### config.mk
export PLATFORM = sky130hd
export DESIGN_NAME = relu_scheduler
export DESIGN_NICKNAME = d
export VERILOG_FILES = /design/src/rtl/conv_pkg.sv /design/src/rtl/rr_arbiter.sv /design/src/rtl/relu_scheduler.sv
export SDC_FILE = /design/constraint.sdc
export NUM_CORES = 1
export LEC_CHECK = 0
export CAP_MARGIN = 40
export CORE_ASPECT_RATIO = 1.2
export CORE_UTILIZATION = 52
export DETAILED_ROUTE_END_ITERATION = 7
export PLACE_DENSITY_LB_ADDON = 0.3
export SKIP_LAST_GASP = 1
export SLEW_MARGIN = 25
export SYNTH_ARGS = -nofsm -noshare
export SYNTH_HDL_FRONTEND = slang
export SYNTH_SLANG_ARGS = --single-unit
### constraint.sdc
create_clock -name i_clk -period 5.95 [get_ports i_clk]
set_input_delay 1.4875 -clock i_clk [delete_from_list [all_inputs] [get_ports i_clk]]
set_output_delay 1.4875 -clock i_clk [all_outputs]
set_load 0.02 [all_outputs]
### src/rtl/conv_pkg.sv
// Shared definitions for the convolution datapath: data width, signed data type
// and the sign-bit ReLU clamp used by the standalone ReLU stage.
package conv_pkg;

  localparam int DATA_W = 48;

  typedef logic signed [DATA_W-1:0] data_t;

  function automatic data_t relu_fn(input data_t d);
    return d[DATA_W-1] ? '0 : d;
  endfunction

endpackage

### src/rtl/rr_arbiter.sv
// Round-robin arbiter: combinational one-hot grant from the request vector and
// an internal priority pointer that moves past the winner after each grant.
module rr_arbiter #(
  parameter int N     = 4,
  parameter int IDX_W = $clog2(N)
) (
  input  logic             i_clk,
  input  logic             i_rst,
  input  logic [N-1:0]     i_req,
  output logic [N-1:0]     o_gnt,
  output logic [IDX_W-1:0] o_gnt_idx,
  output logic             o_gnt_v
);

  localparam logic [IDX_W-1:0] LAST = IDX_W'(N - 1);

  logic [IDX_W-1:0] rr_ptr;
  logic [IDX_W-1:0] cand;

  always_comb begin
    o_gnt     = '0;
    o_gnt_idx = '0;
    o_gnt_v   = 1'b0;
    cand      = '0;
    for (int i = 0; i < N; i++) begin
      cand = IDX_W'((int'(rr_ptr) + i) % N);
      if (!o_gnt_v && i_req[cand]) begin
        o_gnt_v     = 1'b1;
        o_gnt[cand] = 1'b1;
        o_gnt_idx   = cand;
      end
    end
  end

  always_ff @(posedge i_clk) begin
    if (i_rst) begin
      rr_ptr <= '0;
    end else if (o_gnt_v) begin
      rr_ptr <= (o_gnt_idx == LAST) ? '0 : o_gnt_idx + IDX_W'(1);
    end
  end

endmodule

### src/rtl/relu_scheduler.sv
// Shares one registered ReLU stage among N_CH accumulator lanes: one-deep
// per-lane holding buffers, round-robin selection, tagged single output stream.
module relu_scheduler #(
  parameter int N_CH   = 4,
  parameter int DATA_W = conv_pkg::DATA_W,
  parameter int CH_W   = $clog2(N_CH)
) (
  input  logic                     i_clk,
  input  logic                     i_rst,
  input  logic [N_CH-1:0]          i_en,
  input  logic [N_CH*DATA_W-1:0]   i_data,
  input  logic                     i_bypass,
  output logic [N_CH-1:0]          o_full,
  output logic                     o_en,
  output logic [DATA_W-1:0]        o_data,
  output logic [CH_W-1:0]          o_ch,
  output logic [N_CH-1:0]          o_overflow,
  output logic                     o_idle
);

  function automatic logic signed [DATA_W-1:0] relu_clamp(input logic signed [DATA_W-1:0] d);
    return d[DATA_W-1] ? '0 : d;
  endfunction

  logic [N_CH-1:0]          buf_v_p0;
  logic signed [DATA_W-1:0] buf_d_p0 [N_CH];

  logic [N_CH-1:0]          gnt;
  logic [CH_W-1:0]          gnt_idx;
  logic                     gnt_v;
  logic [N_CH-1:0]          accept;
  logic [N_CH-1:0]          drop;
  logic [N_CH-1:0]          buf_v_nxt;
  logic signed [DATA_W-1:0] gnt_d;

  logic                     vld_p1;
  logic signed [DATA_W-1:0] data_p1;
  logic [CH_W-1:0]          ch_p1;
  logic [N_CH-1:0]          ovf;
  logic                     idle;

  rr_arbiter #(
    .N     (N_CH),
    .IDX_W (CH_W)
  ) u_arb (
    .i_clk     (i_clk),
    .i_rst     (i_rst),
    .i_req     (buf_v_p0),
    .o_gnt     (gnt),
    .o_gnt_idx (gnt_idx),
    .o_gnt_v   (gnt_v)
  );

  // A granted lane frees its slot this edge, so it may refill in the same cycle.
  always_comb begin
    accept    = i_en & (~buf_v_p0 | gnt);
    drop      = i_en & buf_v_p0 & ~gnt;
    buf_v_nxt = accept | (buf_v_p0 & ~gnt);
    gnt_d     = buf_d_p0[gnt_idx];
  end

  // Stage p0: per-lane holding buffers
  always_ff @(posedge i_clk) begin
    for (int k = 0; k < N_CH; k++) begin
      if (accept[k]) begin
        buf_d_p0[k] <= i_data[k*DATA_W +: DATA_W];
      end
    end
  end

  // Stage p1: shared ReLU output register and status flags
  always_ff @(posedge i_clk) begin
    if (i_rst) begin
      buf_v_p0 <= '0;
      ovf      <= '0;
      vld_p1   <= 1'b0;
      data_p1  <= '0;
      ch_p1    <= '0;
      idle     <= 1'b1;
    end else begin
      buf_v_p0 <= buf_v_nxt;
      ovf      <= ovf | drop;
      vld_p1   <= gnt_v;
      if (gnt_v) begin
        ch_p1   <= gnt_idx;
        data_p1 <= i_bypass ? gnt_d : relu_clamp(gnt_d);
      end else begin
        data_p1 <= '0;
      end
      idle <= !(|buf_v_nxt) && !gnt_v;
    end
  end

  assign o_full     = buf_v_p0;
  assign o_en       = vld_p1;
  assign o_data     = data_p1;
  assign o_ch       = ch_p1;
  assign o_overflow = ovf;
  assign o_idle     = idle;

endmodule

# After elaboration in Yosys (flattened, before gate mapping)
# Memory sizes are Yosys's and may differ from the RTL's.
# Cells that the tools add are included.
word_totals:
  ff_bits: 62
  ram_bits: 192
  input_bits: 199
  output_inout_bits: 60
  word_cells: 88
  mem_count: 1
classes:
  add_sub_neg: 4
  magnitude_cmp: 8
  eq_ne: 1
  n_mux: 39
  bitwise: 13
  n_reduce_logical: 15
mem_list:
  columns: ["memory", "words", "word_bits", "read_ports", "rd_ports_with_merged_regs", "write_ports", "line", "text"]
  rows:
  - ["buf_d_p0", 4, 48, 1, 0, 4, "relu_scheduler.sv:26", "logic signed [DATA_W-1:0] buf_d_p0 [N_CH];"]
op_table:
  columns: ["op", "n"]
  rows:
  - ["48-bit 2-to-1 mux", 1]
  - ["47-bit 2-to-1 mux", 1]
  - ["4-bit OR", 6]
  - ["1-bit 2-to-1 mux", 20]
  - ["4-bit AND", 4]
  - ["4-bit 2-to-1 mux", 4]
  - ["2-bit by 3-bit < comparator with 1-bit output (second input constant)", 4]
  - ["2-bit 2-to-1 mux", 5]
  - ["1-bit binary-select mux with 2-bit select", 4]
  - ["1-bit demux with 2-bit select", 4]
  - ["2-bit by 1-bit greater-or-equal comparator with 1-bit output (second input constant)", 4]
  - ["1-bit logical AND", 8]
  - ["4-bit NOT", 2]
  - ["1-bit zero test", 5]
  - ["2-bit by 1-bit adder with 2-bit output (second input constant)", 2]
  - ["2-bit adder (second input constant)", 2]
  - ["4-bit OR reduction", 1]
  - ["2-bit == test (second input constant)", 1]
  - ["2-bit OR reduction", 1]
  - ["1-bit NOT", 1]

# Depth between registers and ports, before layout
# Gate-level depths: netlist of run 1.
depth:
  depth_word: 18
  ltp_mapped: 14
  depth_no_buf: 8

# Cells and area by module
# Synthesis of run 1 repeated with hierarchy kept, for this count alone.
unflattened:
  hier_cells: 469
  hier_area_um2: 9412.8
modules_own_cells:
  columns: ["module", "n_inst", "cells_each", "area_per_inst_um2", "seq_area_each_um2"]
  rows:
  - ["relu_scheduler", 1, 403, 8859.7, 6966.7]
  - ["rr_arbiter", 1, 66, 553.0, 40.0]

# Worst setup path before layout of run 1
# Ideal clock, no wire load.
synth_path:
  kind: "flip-flop to flip-flop"
  start: "reg u_arb.rr_ptr[0]"
  end: "mem buf_d_p0[2][0] (enable)"
  setup_ns: 0.459
  arrival_ns: 4.334
  required_ns: 5.491
  slack_ns: 1.156
  stages_incl_launch_ff: 11
  path_buffers: 3
  synth_period_minus_slack_ns: 4.794
  cell_sequence: "dfxtp_1 > buf_2 > buf_4 > inv_1 > ha_1 > mux4_2 > buf_2 > nor2b_4 > a22oi_1 > o2111a_1 > nor2b_1"
synth_rtl:
  columns: ["item", "line", "text"]
  rows:
  - ["start, declared", "rr_arbiter.sv:17", "logic [IDX_W-1:0] rr_ptr;"]
  - ["start signal, assigned", "rr_arbiter.sv:39", "rr_ptr <= (o_gnt_idx == LAST) ? '0 : o_gnt_idx + IDX_W'(1);"]
  - ["end, declared", "relu_scheduler.sv:26", null]

# Worst setup path in the final report of run 1
layout_path:
  start: "reg u_arb.rr_ptr[1]"
  end: "reg data_p1[0], in the netlist o_data[0]"
layout_via:
  elab_chain_len: 15
  elab_cells_between_ends: 30
  classes_between: "3 x add/sub; 18 x mux; 1 x bitwise; 7 x reduce/logical; 1 x memory"
layout_rtl:
  columns: ["item", "line", "text"]
  rows:
  - ["parallel branches: the longest is 15 deep, another holds memory 4 x 48 bit", null, null]
  - ["end signal, assigned", "relu_scheduler.sv:86", "data_p1 <= i_bypass ? gnt_d : relu_clamp(gnt_d);"]
  - ["end, declared", "relu_scheduler.sv:37", "logic signed [DATA_W-1:0] data_p1;"]
# Several ways; the timed one is not identified. The select of a mux whose other input is x is not followed.
# A chain may end at the register's enable or synchronous reset.

==> results of run 1 <==
[synthesized netlist by cell type, types with 4 or more instances]
cell type	count	share of area, %
dfxtp_1	62	10
inv_1	100	3.0
nand2_1	104	3.1
buf_2	23	0.93
nor4_1	16	0.81
a211oi_1	94	5.7
ha_1	6	0.60
nor2_1	15	0.45
mux4_2	4	0.73
edfxtp_1	192	46
o311ai_1	7	0.49
a21oi_1	10	0.40
a41oi_1	94	6.6
nand3_1	6	0.24
nor2b_1	4	0.20
o311ai_0	87	6.1
mux2i_1	49	4.0
clkbuf_1	87	2.6
nor4_2	31	3.1
buf_4	10	0.60
[tightest hold or removal path, cell delays in order (launching register included)]
cell,delay [ns]
dfxtp_1,0.31
nand2_1,0.05
a21oi_1,0.06
[flip-flops by register name, summed over array words and instances, names as in the netlist]
signal and cells:
buf_d_p0 192, o_data 48, o_full 4, o_overflow 4, o_ch 2, u_arb.rr_ptr 2
o_en 1, o_idle 1
[cell type report]
type | instances | area [um^2]
Multi-Input combinational cell | 573 | 4550
Inverter | 100 | 375
Timing Repair Buffer | 283 | 2960
Clock buffer | 30 | 687
Tap cell | 315 | 394
Sequential cell | 254 | 7010
Fill cell | 1612 | 7000
Clock inverter | 19 | 285
Antenna cell | 7 | 17.5
[logic make-up after synthesis]
kind of cell / Yosys count / share of synthesized area, %
fa+ha+maj: 6 / 0.605
simple gates: 192 / 9.06
compound gates: 320 / 21.4
flops: 254 / 56.5
buf+inv: 225 / 7.61
mux: 55 / 4.89
[layout by cell type (no fill, tap or decap), types with 3 or more instances in the layout]
cell             netlist  final
clkdlybuf4s50_1        0    258
edfxtp_1             192    192
nand2_1              104    104
inv_1                100    100
a211oi_1              94     94
a41oi_1               94     94
o311ai_0              87     87
dfxtp_1               62     62
mux2i_1               49     49
nor4_2                31     31
clkbuf_16              0     27
nor4_1                16     16
nor2_1                15     15
buf_4                 10     13
a21oi_1               10     10
diode_2                0      7
o311ai_1               7      7
bufinv_16              0      7
nand3_1                6      6
ha_1                   6      6
buf_16                 0      6
nor2b_4                2      5
buf_12                 0      5
mux4_2                 4      4
clkinv_1               0      4
clkbuf_1              87      3
[power by group through the flow]
stage / sequential (mW) / clock (mW) / combinational, mW
global route: 2.45 / 1.92 / 3.85
CTS: 2.44 / 1.86 / 3.54
detailed placement: 2.48 / 0 / 3.52
global placement: 2.47 / 0 / 3.30
finish: 2.43 / 1.84 / 3.59
floorplan: 2.53 / 0 / 2.37
[metrics by stage]
step                area, um^2  utilization [%]  std cells  power [mW]
finish                   16300             69.9       1581        7.86
global route             16300             69.9       1579        8.23
floorplan                12400                -       1052        4.90
detailed placement       15300             65.6       1524        6.00
global placement         15000             64.6       1515        5.76
CTS                      16200             69.8       1573        7.83
[how the worst min path moves through the flow]
stage | startpoint | to
after floorplan | o_ch[0] | o_ch[0]
after global placement | o_overflow[3] | o_overflow[3]
after detailed placement | o_overflow[2] | o_overflow[2]
after CTS | o_ch[0] | o_ch[0]
after global routing | o_ch[0] | o_ch[0]
final | o_ch[0] | o_ch[0]
[layer usage]
layer  track usage (%)  share of wire, %  vias to the layer above
met2              47.6                49                      562
met5                 0                 0                        -
met1              36.3                39                     4789
li1                  -                 -                     4556
met4              14.2               3.9                        0
met3              4.01               8.0                       89
==> metrics.md, run 1 <==
| Metric | Value |
|---|---|
| IO Pins | `259` |
| Pin count of the biggest net entering global routing | `111` |
| P_sw | `3.05 mW` |
| Leakage power total | `5.59 nW` |
| Clk Latency, worst-skew pair | `0.53 ns` |
| Power Dens Cells | `483 nW/um^2` |
| GRT overflow | `0` |
| Min-Delay Path Depth | `2` |
| Cell Area, Synth | `12400 um^2` |
| H-tree depth | `1` |
| CTS max path bufs | `3` |
| Most used cell, CP | `inv_1` |
| CP Depth | `10` |
| Slack of the critical path | `2.16 ns` |
| Maximum VDD drop | `0.000276 V` |
| R2R Path Start | `u_arb.rr_ptr[1]` |
| CORE AREA | `23300 um^2` |
| Fin. max-slew vios | `0` |
| Least-Margin Pin Slew | `0.795 ns` |
| Worst Setup Start Kind | `register` |
| Fin. Hold Viols | `0` |
| Worst Hold Class | `reg -> reg` |
| GRT Util Overall | `28.5%` |
| DRT antenna net count | `0` |
| Clk slew on worst S/H paths | `0.06 ns` |
| Peak Freq | `264 MHz` |
| Status | `finished clean` |
| Clk pwr share | `23.4%` |
| Post-DP HPWL | `22400 um` |
| Layout Skew | `0.0122 ns` |
| Routed WL per cell | `22.2 um` |
| MaxCap Viol Count | `0` |
| Hold buffers post-CTS | `0` |
| Relative slew margins | `46.9%` |
| CTS tree | `done` |
| Beginning of the critical path | `u_arb.rr_ptr[1]` |
| CP delay by family, top | `buffers and inverters` |
| CP max FO | `52` |
| Final GP Congestion | `0.814` |
| Postcts setup bufs | `0` |
| Synth-to-layout area growth | `31.2%` |
| Pre-CTS WS | `1.98 ns` |
| Crit-path max cell delay | `0.61 ns` |
| Final nets | `1444` |
| Cell chain of the critical path | `inv_1, ha_1, inv_1, a221oi_4, and2_4, buf_12, a21oi_2, a311oi_4, buf_4, nor4_1` |
| Critical Path RT | `6.33 ns` |
| Initial Util | `53.3%` |
| Routed Wire Length | `35000 um` |
| Post-synth EDFFs | `192` |
| Crit path capture | `o_data[0]` |
| # DRC | `0` |
| 1st-iter DRT viols | `1055` |
| Fin Setup TNS | `0 ns` |
| Rows | `61` |
| Post_cts resized | `0` |
| Share of cells above drive strength 1 | `10.2%` |
| Syn. warnings | `0` |
| Internal | `4.80 mW` |
| Synth Flop Type | `edfxtp_1` |
| Clk root buf | `clkbuf_16` |
| Gate power share | `45.7%` |
| R2R setup slack | `2.16 ns` |
| Vias in the first global route | `9773` |
| Vias/cell | `6.32` |
| Distinct cells, synth | `54` |
| Switching part of the total | `38.8%` |
| Final Setup Violations | `0` |
| PortBufs | `258` |
| TritonCTS buffer count | `27` |
| RSZ-0062 raised after global routing | `no` |
| Hold Slack | `0.478 ns` |
| Chip height | `171 um` |
| Yosys reg bits | `254` |
| Slowest cell on crit path | `dfxtp_1` |
| Syn nets | `1257` |
| Clk sink count | `254` |
| Die W | `143 um` |
| CP Data Arrival Time | `4.18 ns` |
| Initial antenna violation count | `5` |
| First-pass GRT wire length | `53400 um` |
| Worst reg2reg endpoint | `o_data[0]` |
| Pre-Repair DR Iteration Count | `8` |
| Setup CP Type | `reg -> reg` |
| Final min period | `3.79 ns` |
| DIE AREA | `24500 um^2` |
| Crit. End Element | `register` |
| R2R cell count | `10` |
| Buf/Inv on CP | `4` |
| Via count | `9996` |
| Syn avg cell area | `11.8 um^2` |
| Register area share after synthesis | `56.5%` |
| Reg power frac | `30.9%` |
| Crit share post-route | `63.7%` |
| Asr flop ratio synth | `0%` |
| Syn Inst Count | `1052` |
No activity file was read; power rests on OpenSTA's default activity.
==> inputs of run 2 (changes only) <==
==> constraint.sdc (replaced) <==
create_clock -name i_clk -period 3.6 [get_ports i_clk]
set_input_delay 0.9 -clock i_clk [delete_from_list [all_inputs] [get_ports i_clk]]
set_output_delay 0.9 -clock i_clk [all_outputs]
set_load 0.02 [all_outputs]
==> run 2 against run 1 <==
Clock skew up 0.0038 ns. Combinational power is 66% higher. Critical path depth is 2 lower. Critical endpoint is now o_data[35].
==> metrics.md, run 2 (synthesis gave the netlist of run 1 again) <==
| Metric | Value |
|---|---|
| Most frequent cells in the layout | `clkdlybuf4s50_1 (258), edfxtp_1 (192), nand2_1 (104)` |
| Fin. max-slew vios | `0 (unchanged)` |
| Max reg flops | `192 (unchanged)` |
| 1st-iter DRT viols | `1077 (+2.1%)` |
| P_sw | `4.99 mW (+64%)` |
| Pre-Repair DR Iteration Count | `5 (-3)` |
| Initial Util | `53.3% (unchanged)` |
| Clk Latency, worst-skew pair | `0.54 ns (about the same)` |
| Setup CP Type | `reg -> reg` |
| Synth-to-layout area growth | `30.8%` |
| Final nets | `1445 (+0.069%)` |
| Final Setup Violations | `0 (unchanged)` |
| Maximum VDD drop | `0.000556 V (+100%)` |
| Worst Setup Start Kind | `register` |
| Slack of the critical path | `0.618 ns (-1.54 ns)` |
| Power Dens Cells | `785 nW/um^2 (+63%)` |
| Clk root buf | `clkbuf_16` |
| Leakage power total | `5.58 nW (-0.16%)` |
| Switching part of the total | `39.2% (+0.32 points)` |
| Postcts setup bufs | `0 (unchanged)` |
| Least-Margin Pin Slew | `0.744 ns (-0.0514 ns)` |
| Crit-path max cell delay | `0.64 ns (+0.03 ns)` |
| Final min period | `2.98 ns (-0.811 ns)` |
| DIE AREA | `24500 um^2 (unchanged)` |
| Critical Path RT | `3.98 ns (-2.35 ns)` |
| GRT Util Overall | `28.7% (+0.19 points)` |
| Tot Pwr | `12.7 mW (+62%)` |
| Fillers | `1629 (+1.1%)` |
| Worst Hold Class | `reg -> reg` |
| Crit. End Element | `register` |
| RSZ-0062 raised after global routing | `no` |
| Pin count of the biggest net entering global routing | `96 (-14%)` |
| R2R Path Start | `u_arb.rr_ptr[1]` |
| IO Pins | `259 (unchanged)` |
| Post-DP HPWL | `21900 um (-2.5%)` |
| Hold buffers post-CTS | `0 (unchanged)` |
| Beginning of the critical path | `u_arb.rr_ptr[1]` |
| Reg with most FFs | `buf_d_p0` |
| Placed cell area | `15300 um^2 (+0.25%)` |
| Gate power share | `46.7% (+1.0 points)` |
| Via count | `10.2k (+1.6%)` |
| Peak Freq | `335 MHz (+27%)` |
| CTS max path bufs | `3 (unchanged)` |
| Routed Wire Length | `35300 um (+0.82%)` |
| Finished Cell Area | `16200 um^2 (-0.26%)` |
| GRT overflow | `0 (unchanged)` |
| Commonest non-fill, non-tap cell in the layout | `clkdlybuf4s50_1` |
| Reg power frac | `31.4% (+0.5 points)` |
| TritonCTS buffer count | `27 (unchanged)` |
| Fin. Hold Viols | `0 (unchanged)` |
| Hold_sp | `o_ch[1]` |
| Cell chain of the critical path | `inv_1, ha_1, mux4_2, nor2b_4, o211ai_1, a311oi_4, buf_4, nor4_2` |
| Vias/cell | `6.43 (+1.7%)` |
| PortBufs | `258 (unchanged)` |
| Hold Slack | `0.479 ns (+0.00136 ns)` |
| Clk slew on worst S/H paths | `0.06 ns (about the same)` |
| Share of cells above drive strength 1 | `10.2% (+0.071 points)` |
| Status | `finished clean` |
| CP Data Arrival Time | `3.36 ns (-0.82 ns)` |
| MaxCap Viol Count | `0 (unchanged)` |
| # DRC | `0 (unchanged)` |
| Fin Setup TNS | `0 ns (unchanged)` |
| Vias in the first global route | `9883 (+1.1%)` |
| CP max FO | `47 (-9.6%)` |
| Crit share post-route | `82.8% (+19 points)` |
| Relative slew margins | `50.4% (+3.5 points)` |
| Die W | `143 um (unchanged)` |
| Layout Skew | `0.0160 ns (+0.00380 ns)` |
| Initial antenna violation count | `4 (-1)` |
| Rows | `61 (unchanged)` |
| Pre-CTS WS | `0.617 ns (-1.37 ns)` |
| CTS tree | `done` |
| Chip height | `171 um (unchanged)` |
| Post_cts resized | `0 (unchanged)` |
| Final GP Congestion | `0.876 (+7.6%)` |
| First-pass GRT wire length | `54100 um (+1.2%)` |
| Clk sink count | `254 (unchanged)` |
| Internal | `7.75 mW (+61%)` |
| H-tree depth | `1 (unchanged)` |
| DRT antenna net count | `0 (unchanged)` |
| Slowest cell on crit path | `buf_4` |
| Clk pwr share | `21.8% (-1.6 points)` |
| Routed WL per cell | `22.4 um (+0.94%)` |
| CORE AREA | `23300 um^2 (unchanged)` |
-- run 2: worst paths after layout --
kind	slack, ns	cells after the start	end
min	0.48	2	o_ch[1]
max reg2reg	0.62	8	o_data[35]
max	0.62	8	o_data[35]
min reg2reg	0.48	2	o_ch[1]
-- run 2: worst max-delay path: cells and delay by family, from the launching register on --
family / cells / cell delay, ns
buf+inv: 2 / 0.75
compound gates: 2 / 0.51
fa+ha+maj: 1 / 0.40
flops: 1 / 0.32
mux: 1 / 0.47
simple gates: 2 / 0.35
-- run 2: per-stage QoR --
step                utilization (%)  std cells
floorplan                         -       1052
global placement               65.6       1523
detailed placement             65.8       1525
CTS                            69.6       1574
global route                   69.7       1577
finish                         69.7       1579
-- run 2: layer usage --
layer	vias to the layer above	wire length, um	track usage, %
li1	4563	-	-
met1	4925	13800	36.9
met2	590	17200	48.1
met3	79	3160	4.40
met4	0	1210	12.2
met5	-	0	0
-- run 2: power groups by stage --
stage          Clock [mW]  Combinational, mW  Sequential, mW
2_1_floorplan           0               3.92            4.17
3_3_place_gp            0               5.72            4.05
3_5_place_dp            0               5.89            4.06
4_1_cts              2.81               5.90            4.00
5_1_grt              2.93               6.38            4.05
6_report             2.78               5.96            4.01
-- run 2: final cells by class --
class / count / area (um^2) / area share, %
Inverter: 100 / 375 / 2.31
Antenna cell: 4 / 10.0 / 0.0617
Clock inverter: 9 / 100 / 0.617
Clock buffer: 40 / 795 / 4.89
Timing Repair Buffer: 284 / 3000 / 18.5
Tap cell: 315 / 394 / 2.43
Sequential cell: 254 / 7010 / 43.2
Multi-Input combinational cell: 573 / 4550 / 28.0
